==> src/rtl/bp_pkg.sv <==
// Shared definitions for the branch predictor: 2-bit counter encoding and saturating update.
package bp_pkg;

  typedef logic [1:0] ctr_t;

  localparam ctr_t SNT = 2'b00;
  localparam ctr_t WNT = 2'b01;
  localparam ctr_t WT  = 2'b10;
  localparam ctr_t ST  = 2'b11;

  localparam ctr_t CTR_RESET = WNT;

  function automatic ctr_t ctr_next(input ctr_t c, input logic taken);
    if (taken) begin
      return (c == ST) ? ST : ctr_t'(c + 2'd1);
    end
    return (c == SNT) ? SNT : ctr_t'(c - 2'd1);
  endfunction

  function automatic logic ctr_taken(input ctr_t c);
    return c >= WT;
  endfunction

endpackage

==> src/rtl/bp_pht.sv <==
// Pattern history table: 2^IDX_W two-bit saturating counters, one async read, one sync update.
module bp_pht
  import bp_pkg::*;
#(
  parameter int unsigned IDX_W = 6
) (
  input  logic             clk_i,
  input  logic             resetn_i,
  input  logic [IDX_W-1:0] raddr_i,
  output ctr_t             rdata_o,
  input  logic             we_i,
  input  logic [IDX_W-1:0] waddr_i,
  input  logic             taken_i
);

  localparam int unsigned Entries = 2 ** IDX_W;

  ctr_t pht_q [Entries];

  always_ff @(posedge clk_i) begin
    if (!resetn_i) begin
      for (int unsigned i = 0; i < Entries; i++) begin
        pht_q[i[IDX_W-1:0]] <= CTR_RESET;
      end
    end else if (we_i) begin
      pht_q[waddr_i] <= ctr_next(pht_q[waddr_i], taken_i);
    end
  end

  // No bypass: a same-cycle read of the written entry returns the old value.
  assign rdata_o = pht_q[raddr_i];

endmodule

==> src/rtl/branch_predictor.sv <==
// Decode-stage dynamic branch predictor with execute-stage check and training.
// Define BP_GSHARE_EN to XOR a non-speculative global history register into the index.
module branch_predictor
  import bp_pkg::*;
#(
  parameter int unsigned IDX_W = 6
) (
  input  logic        clk,
  input  logic        resetn,
  input  logic [31:0] pcD,
  input  logic        branchD,
  output logic        pred_takeD,
  input  logic        stallE,
  input  logic        flushE,
  input  logic        actual_takeE,
  output logic        pred_takeE,
  output logic        mispredE
);

  logic [IDX_W-1:0] idxD;
  logic [IDX_W-1:0] idxE_q;
  logic             brE_q;
  logic             predE_q;
  logic             upd;
  ctr_t             rd_ctr;

  // Training belongs to the resolving instruction; flushE does not cancel it.
  assign upd = brE_q & ~stallE;

`ifdef BP_GSHARE_EN
  logic [IDX_W-1:0] ghr_q;

  always_ff @(posedge clk) begin
    if (!resetn) begin
      ghr_q <= '0;
    end else if (upd) begin
      ghr_q <= {ghr_q[IDX_W-2:0], actual_takeE};
    end
  end

  assign idxD = pcD[IDX_W+1:2] ^ ghr_q;
`else
  assign idxD = pcD[IDX_W+1:2];
`endif

  logic unused_pc;
  assign unused_pc = ^{pcD[31:IDX_W+2], pcD[1:0]};

  bp_pht #(
    .IDX_W (IDX_W)
  ) u_pht (
    .clk_i    (clk),
    .resetn_i (resetn),
    .raddr_i  (idxD),
    .rdata_o  (rd_ctr),
    .we_i     (upd),
    .waddr_i  (idxE_q),
    .taken_i  (actual_takeE)
  );

  assign pred_takeD = branchD & ctr_taken(rd_ctr);

  always_ff @(posedge clk) begin
    if (!resetn) begin
      brE_q   <= 1'b0;
      predE_q <= 1'b0;
      idxE_q  <= '0;
    end else if (!stallE) begin
      if (flushE) begin
        brE_q   <= 1'b0;
        predE_q <= 1'b0;
        idxE_q  <= '0;
      end else begin
        brE_q   <= branchD;
        predE_q <= pred_takeD;
        idxE_q  <= idxD;
      end
    end
  end

  assign pred_takeE = predE_q;
  assign mispredE   = brE_q & (predE_q ^ actual_takeE);

endmodule

==> config.mk <==
export PLATFORM = sky130hd
export DESIGN_NAME = branch_predictor
export DESIGN_NICKNAME = d
export VERILOG_FILES = /design/src/rtl/bp_pkg.sv /design/src/rtl/bp_pht.sv /design/src/rtl/branch_predictor.sv
export SDC_FILE = /design/constraint.sdc
export NUM_CORES = 1
export LEC_CHECK = 0
export CORE_MARGIN = 2
export CORE_UTILIZATION = 35
export CTS_CLUSTER_SIZE = 10
export DETAILED_ROUTE_END_ITERATION = 8
export PLACE_DENSITY = 0.59
export SLEW_MARGIN = 15
export SYNTH_ARGS = -nofsm -noshare
export SYNTH_HDL_FRONTEND = slang
export SYNTH_HIERARCHICAL = 1
export SYNTH_SLANG_ARGS = --single-unit
==> constraint.sdc <==
create_clock -name clk -period 4.4 [get_ports clk]
set_input_delay 0.88 -clock clk [delete_from_list [all_inputs] [get_ports clk]]
set_output_delay 0.88 -clock clk [all_outputs]
set_load 0.02 [all_outputs]
### Word level (Yosys, flattened, before mapping)

Memory sizes are Yosys's and may differ from the RTL's. A register that Yosys moved wholly into a read port is not among the register bits.
Cells that the tools add are included.

* magnitude comparators: 1
* mux-type cells: 21
* bitwise operators: 5
* eq/ne operators: 1
* reductions and logical operators: 2
* add/subtract/negate cells: 2

Operator list (number)
* two-way mux 6 bit: 4
* two-way mux 2 bit: 7
* two-way mux 1 bit: 10
* bitwise AND 1 bit: 3
* adder 2 x 1 -> 2 bit (second input constant): 1
* == test 2 bit (second input constant): 1
* greater-or-equal comparator 2 bit (second input constant): 1
* zero test 2 bit: 1
* OR reduction 2 bit: 1
* subtractor 2 x 1 -> 2 bit (second input constant): 1
* inverter 1 bit: 1
* XOR 1 bit: 1

* bits in registers: 8
* input port bits: 38
* word-level logic and storage cells: 36
* output and inout port bits: 3
* memory bits (writable): 128
* memories: 1

Memory list
* u_pht.pht_q: depth 64, bits a word 2, read ports 2, clocked after Yosys merged registers in 1, wr ports 64, RTL line bp_pht.sv:18 `ctr_t pht_q [Entries];`

### Depth between registers and ports, before layout

Gate-level depths: netlist (run 1).

* word-level depth: 8
* gate-level depth with buffers: 12
* depth with buffers taken out: 7

### By module

The synthesis (run 1) kept the hierarchy.

Modules (own cells, without submodules)
* bp_pht: area an instance 7573.5 sq um, cells each 648, times used 1
* branch_predictor: area an instance 364.1 sq um, cells each 37, times used 1

### Worst setup path after synthesis (run 1)

OpenSTA, ideal clock, no wires.

* path kind: input to output
* start: input pcD[2]
* end: output pred_takeD
* required time: 3.520 ns
* path slack: 0.356 ns
* arrival time: 3.164 ns
* stages on the path: 8
* path buffers: 3
* cell sequence: clkbuf_1 -> buf_2 -> buf_2 -> mux4_2 -> mux4_2 -> mux2i_1 -> a21oi_1 -> and2_1

* cells in the longest elaborated chain, start to end: 3

RTL lines
* start: declaration: RTL line branch_predictor.sv:10 `input logic [31:0] pcD,`
* memory (64 x 2 bit)
* net rd_ctr[1]: RTL line branch_predictor.sv:25 `ctr_t rd_ctr;`
* greater-or-equal comparator 2 bit: RTL line bp_pkg.sv:21 `return c >= WT;`
* bitwise AND 1 bit: RTL line branch_predictor.sv:61 `assign pred_takeD = branchD & ctr_taken(rd_ctr);`
* end: declaration: RTL line branch_predictor.sv:12 `output logic pred_takeD,`

The timed path passes the listed nets, and every way through them passes these cells.

### Final worst setup path (run 1)

Same ends and word-level chain as after synthesis.

==> results.py, run 1 <==
metrics = {
    "status": {
        "outcome": "finished, final reports clean",
    },
    "setup_path": {
        "cp.arrival_ns": 3.45,
        "crit_type": "in -> out",
        "crit_fanout": 9,
        "cp_slowest_stage_delay_ns": 0.50,
        "r2r-end": "u_pht/pht_q[21][0]",
        "cp-end-kind": "output pin",
        "rrSetupSlack_ns": 0.52,
        "startpoint_type": "primary input",
        "reg2regPathDepth": 8,
        "crit_chain": "clkdlybuf4s50_1 -> buf_12 -> buf_12 -> mux4_2 -> mux4_2 -> mux2i_2 -> a21oi_1 -> and2_1 -> clkdlybuf4s15_1",
        "slowest_stage": "clkdlybuf4s50_1",
        "r2r-start": "idxE_q[0]",
        "required_ns": 3.52,
    },
    "sta": {
        "fmax_mhz": 231.2,
        "fin_crit_ns": 4.325,
        "maxSlewViolCount": 0,
        "tightestPinTransition_ns": 1.021,
        "skew_ns": 0.007329,
        "rsz0062_at_grt": "false",
        "max_slew_margin_pct": 31.81,
        "final-setup-viol-count": 0,
        "postLayoutSetupSlackWorst_ns": 0.07463,
        "setup_tns_ns": 0,
        "finalHoldViolations": 0,
        "period_share_pct": 98.30,
        "whs_ns": 0.4900,
    },
    "die": {
        "die_x_um": 150.0,
        "io-pin-count": 41,
        "die_area_mm2": 0.02249,
        "die_h_um": 150.0,
        "initial_core_util_pct": 35.59,
        "num_rows": 53,
        "core_mm2": 0.02096,
    },
    "routing": {
        "antenna_left": 0,
        "vias": 5503,
        "post_drt_wl_per_cell_um": 21.38,
        "drt_wl_total_mm": 20.27,
        "drt-vias-per-instance": 5.805,
        "drc": 0,
        "first_pass_iters": 8,
        "dr.first_iter.drc_count": 700,
    },
    "global_route": {
        "track_usage_pct": 18.36,
        "global_route.usage.met3_pct": 4.939,
        "grt_pass1_vias": 5302,
        "grt_max_degree": 71,
        "grt_pass1_wl_mm": 30.48,
        "grt_overflow_total": 0,
        "gr-max-usage-layer": "met2",
        "antenna_found_initial": 0,
        "use_met1_pct": 23.44,
        "use_met2_pct": 30.16,
    },
    "power": {
        "clkPwrFrac_pct": 44.0,
        "leakage_nw": 2.634,
        "swShare_pct": 23.61,
        "irDropWorstVdd_uv": 245.7,
        "power.internal_w": 0.002437,
        "p_per_area_mw_per_mm2": 375.3,
        "total_power_w": 0.003190,
        "p_sw_w": 0.0007534,
        "p_seq_share_pct": 46.0,
        "pwr-share-comb_pct": 10.0,
    },
    "cells_and_area": {
        "syn2layout_area_growth_pct": 13.97,
        "fin_nets": 698,
        "diodes": 0,
        "fin_area_mm2": 0.008501,
        "final.fill_count": 1976,
        "drive_above_1_share_pct": 20.80,
    },
    "cts": {
        "cts_setup_buffers": 0,
        "ctsHtreeMaxLevel": 4,
        "cts_hold_buf": 0,
        "cts-root-buf": "clkbuf_16",
        "cts_tree": "done",
        "clk_path_buf_depth": 2,
        "clk_pin_slew_worst_paths_ns": 0.06,
        "cts_inserted_buffers": 17,
        "cts.sinks": 136,
        "worstSkewPairLatency_ns": 0.42,
    },
    "placement": {
        "place.detailed.hpwl_mm": 13.55,
        "dp_worst_setup_slack_ns": -0.1942,
        "port_buffers": 14,
        "place_area_mm2": 0.007905,
        "gp_congestion": 0.8542,
    },
    "worst_hold_path": {
        "holdPathEnd": "brE_q",
        "worstHoldPathCells": 2,
        "hp-class": "reg -> reg",
        "worstHoldStart": "brE_q",
    },
    "synth": {
        "netlist_instances": 661,
        "ys_warn_count": 6,
        "avgSynthCellArea_um2": 11.28,
        "synthesis.nets": 699,
        "synth_area_mm2": 0.007458,
    },
    "job": {
        "maxCapViolCount": 0,
    },
}
==> layer usage <==
| metal | wire, um | share of wire, % |
|---|---|---|
| met1 | 8081 | 40 |
| met2 | 9697 | 48 |
| met3 | 1998 | 9.9 |
| met4 | 495 | 2.4 |
| met5 | 0 | 0 |
==> per-stage QoR <==
step,instances,utilization (%)
after floorplan,661,-
after global placement,916,37.72
after detailed placement,916,37.72
after CTS,948,40.52
after global routing,948,40.57
final,948,40.57
==> worst max-delay path by stage <==
stage	from	end
detailed placement	pcD[2]	pred_takeD
global route	pcD[2]	pred_takeD
global placement	pcD[2]	pred_takeD
floorplan	pcD[2]	pred_takeD
finish	pcD[2]	pred_takeD
CTS	pcD[2]	pred_takeD
==> sequential cells by signal, summed over array words and instances, names as in the netlist <==
| name | flops |
|---|---|
| pred_takeE | 1 |
| idxE_q | 6 |
| brE_q | 1 |
| u_pht/pht_q | 128 |
==> layout make-up <==
type / count / area, um2 / share of cell area [%]
Sequential cell: 136 / 4006 / 47.13
Inverter: 3 / 11.26 / 0.1325
Clock buffer: 18 / 429.2 / 5.049
Clock inverter: 14 / 157.7 / 1.855
Timing Repair Buffer: 49 / 485.5 / 5.711
Multi-Input combinational cell: 453 / 3067 / 36.08
Tap cell: 275 / 344.1 / 4.048
==> worst max-delay path, delay by kind of cell <==
kind | cells | cell delay [ns]
buffers and inverters | 4 | 1.08
AND/OR/NAND/NOR | 1 | 0.15
multiplexers | 3 | 1.19
AO/OA/AOI/OAI | 1 | 0.13
==> power groups by stage <==
| stage | Clock, W | Sequential, W | Combinational, W |
|---|---|---|---|
| floorplan | 0 | 0.00147 | 0.000252 |
| global placement | 0 | 0.00149 | 0.000306 |
| detailed placement | 0 | 0.00149 | 0.000312 |
| CTS | 0.00142 | 0.00147 | 0.000312 |
| global route | 0.00147 | 0.00147 | 0.000336 |
| finish | 0.00140 | 0.00147 | 0.000318 |
==> timing repair <==
action	4_1_cts	5_1_grt
endpoints found under the setup margin	1	1
gates cloned	0	0
gates resized for setup	1	3
==> cell usage in the layout (no fill, tap or decap), types with 10 or more instances in the layout <==
cell type        count
a221oi_1            13
nand3_2             12
nor2b_1             10
clkdlybuf4s50_1     12
edfxtp_1           128
clkbuf_16           17
mux2_2              10
buf_4               28
nor2_1              68
mux2i_1             14
nand3_1             62
mux4_2              32
nand2_1            139
Note: power is estimated with default switching activity, not from simulation.
==> run 2: changes to the inputs <==
Settings changed: CTS_CLUSTER_DIAMETER set to 100.
==> results of run 2 <==
Same layout as run 1: the final DEF is identical, and so are final timing and power.
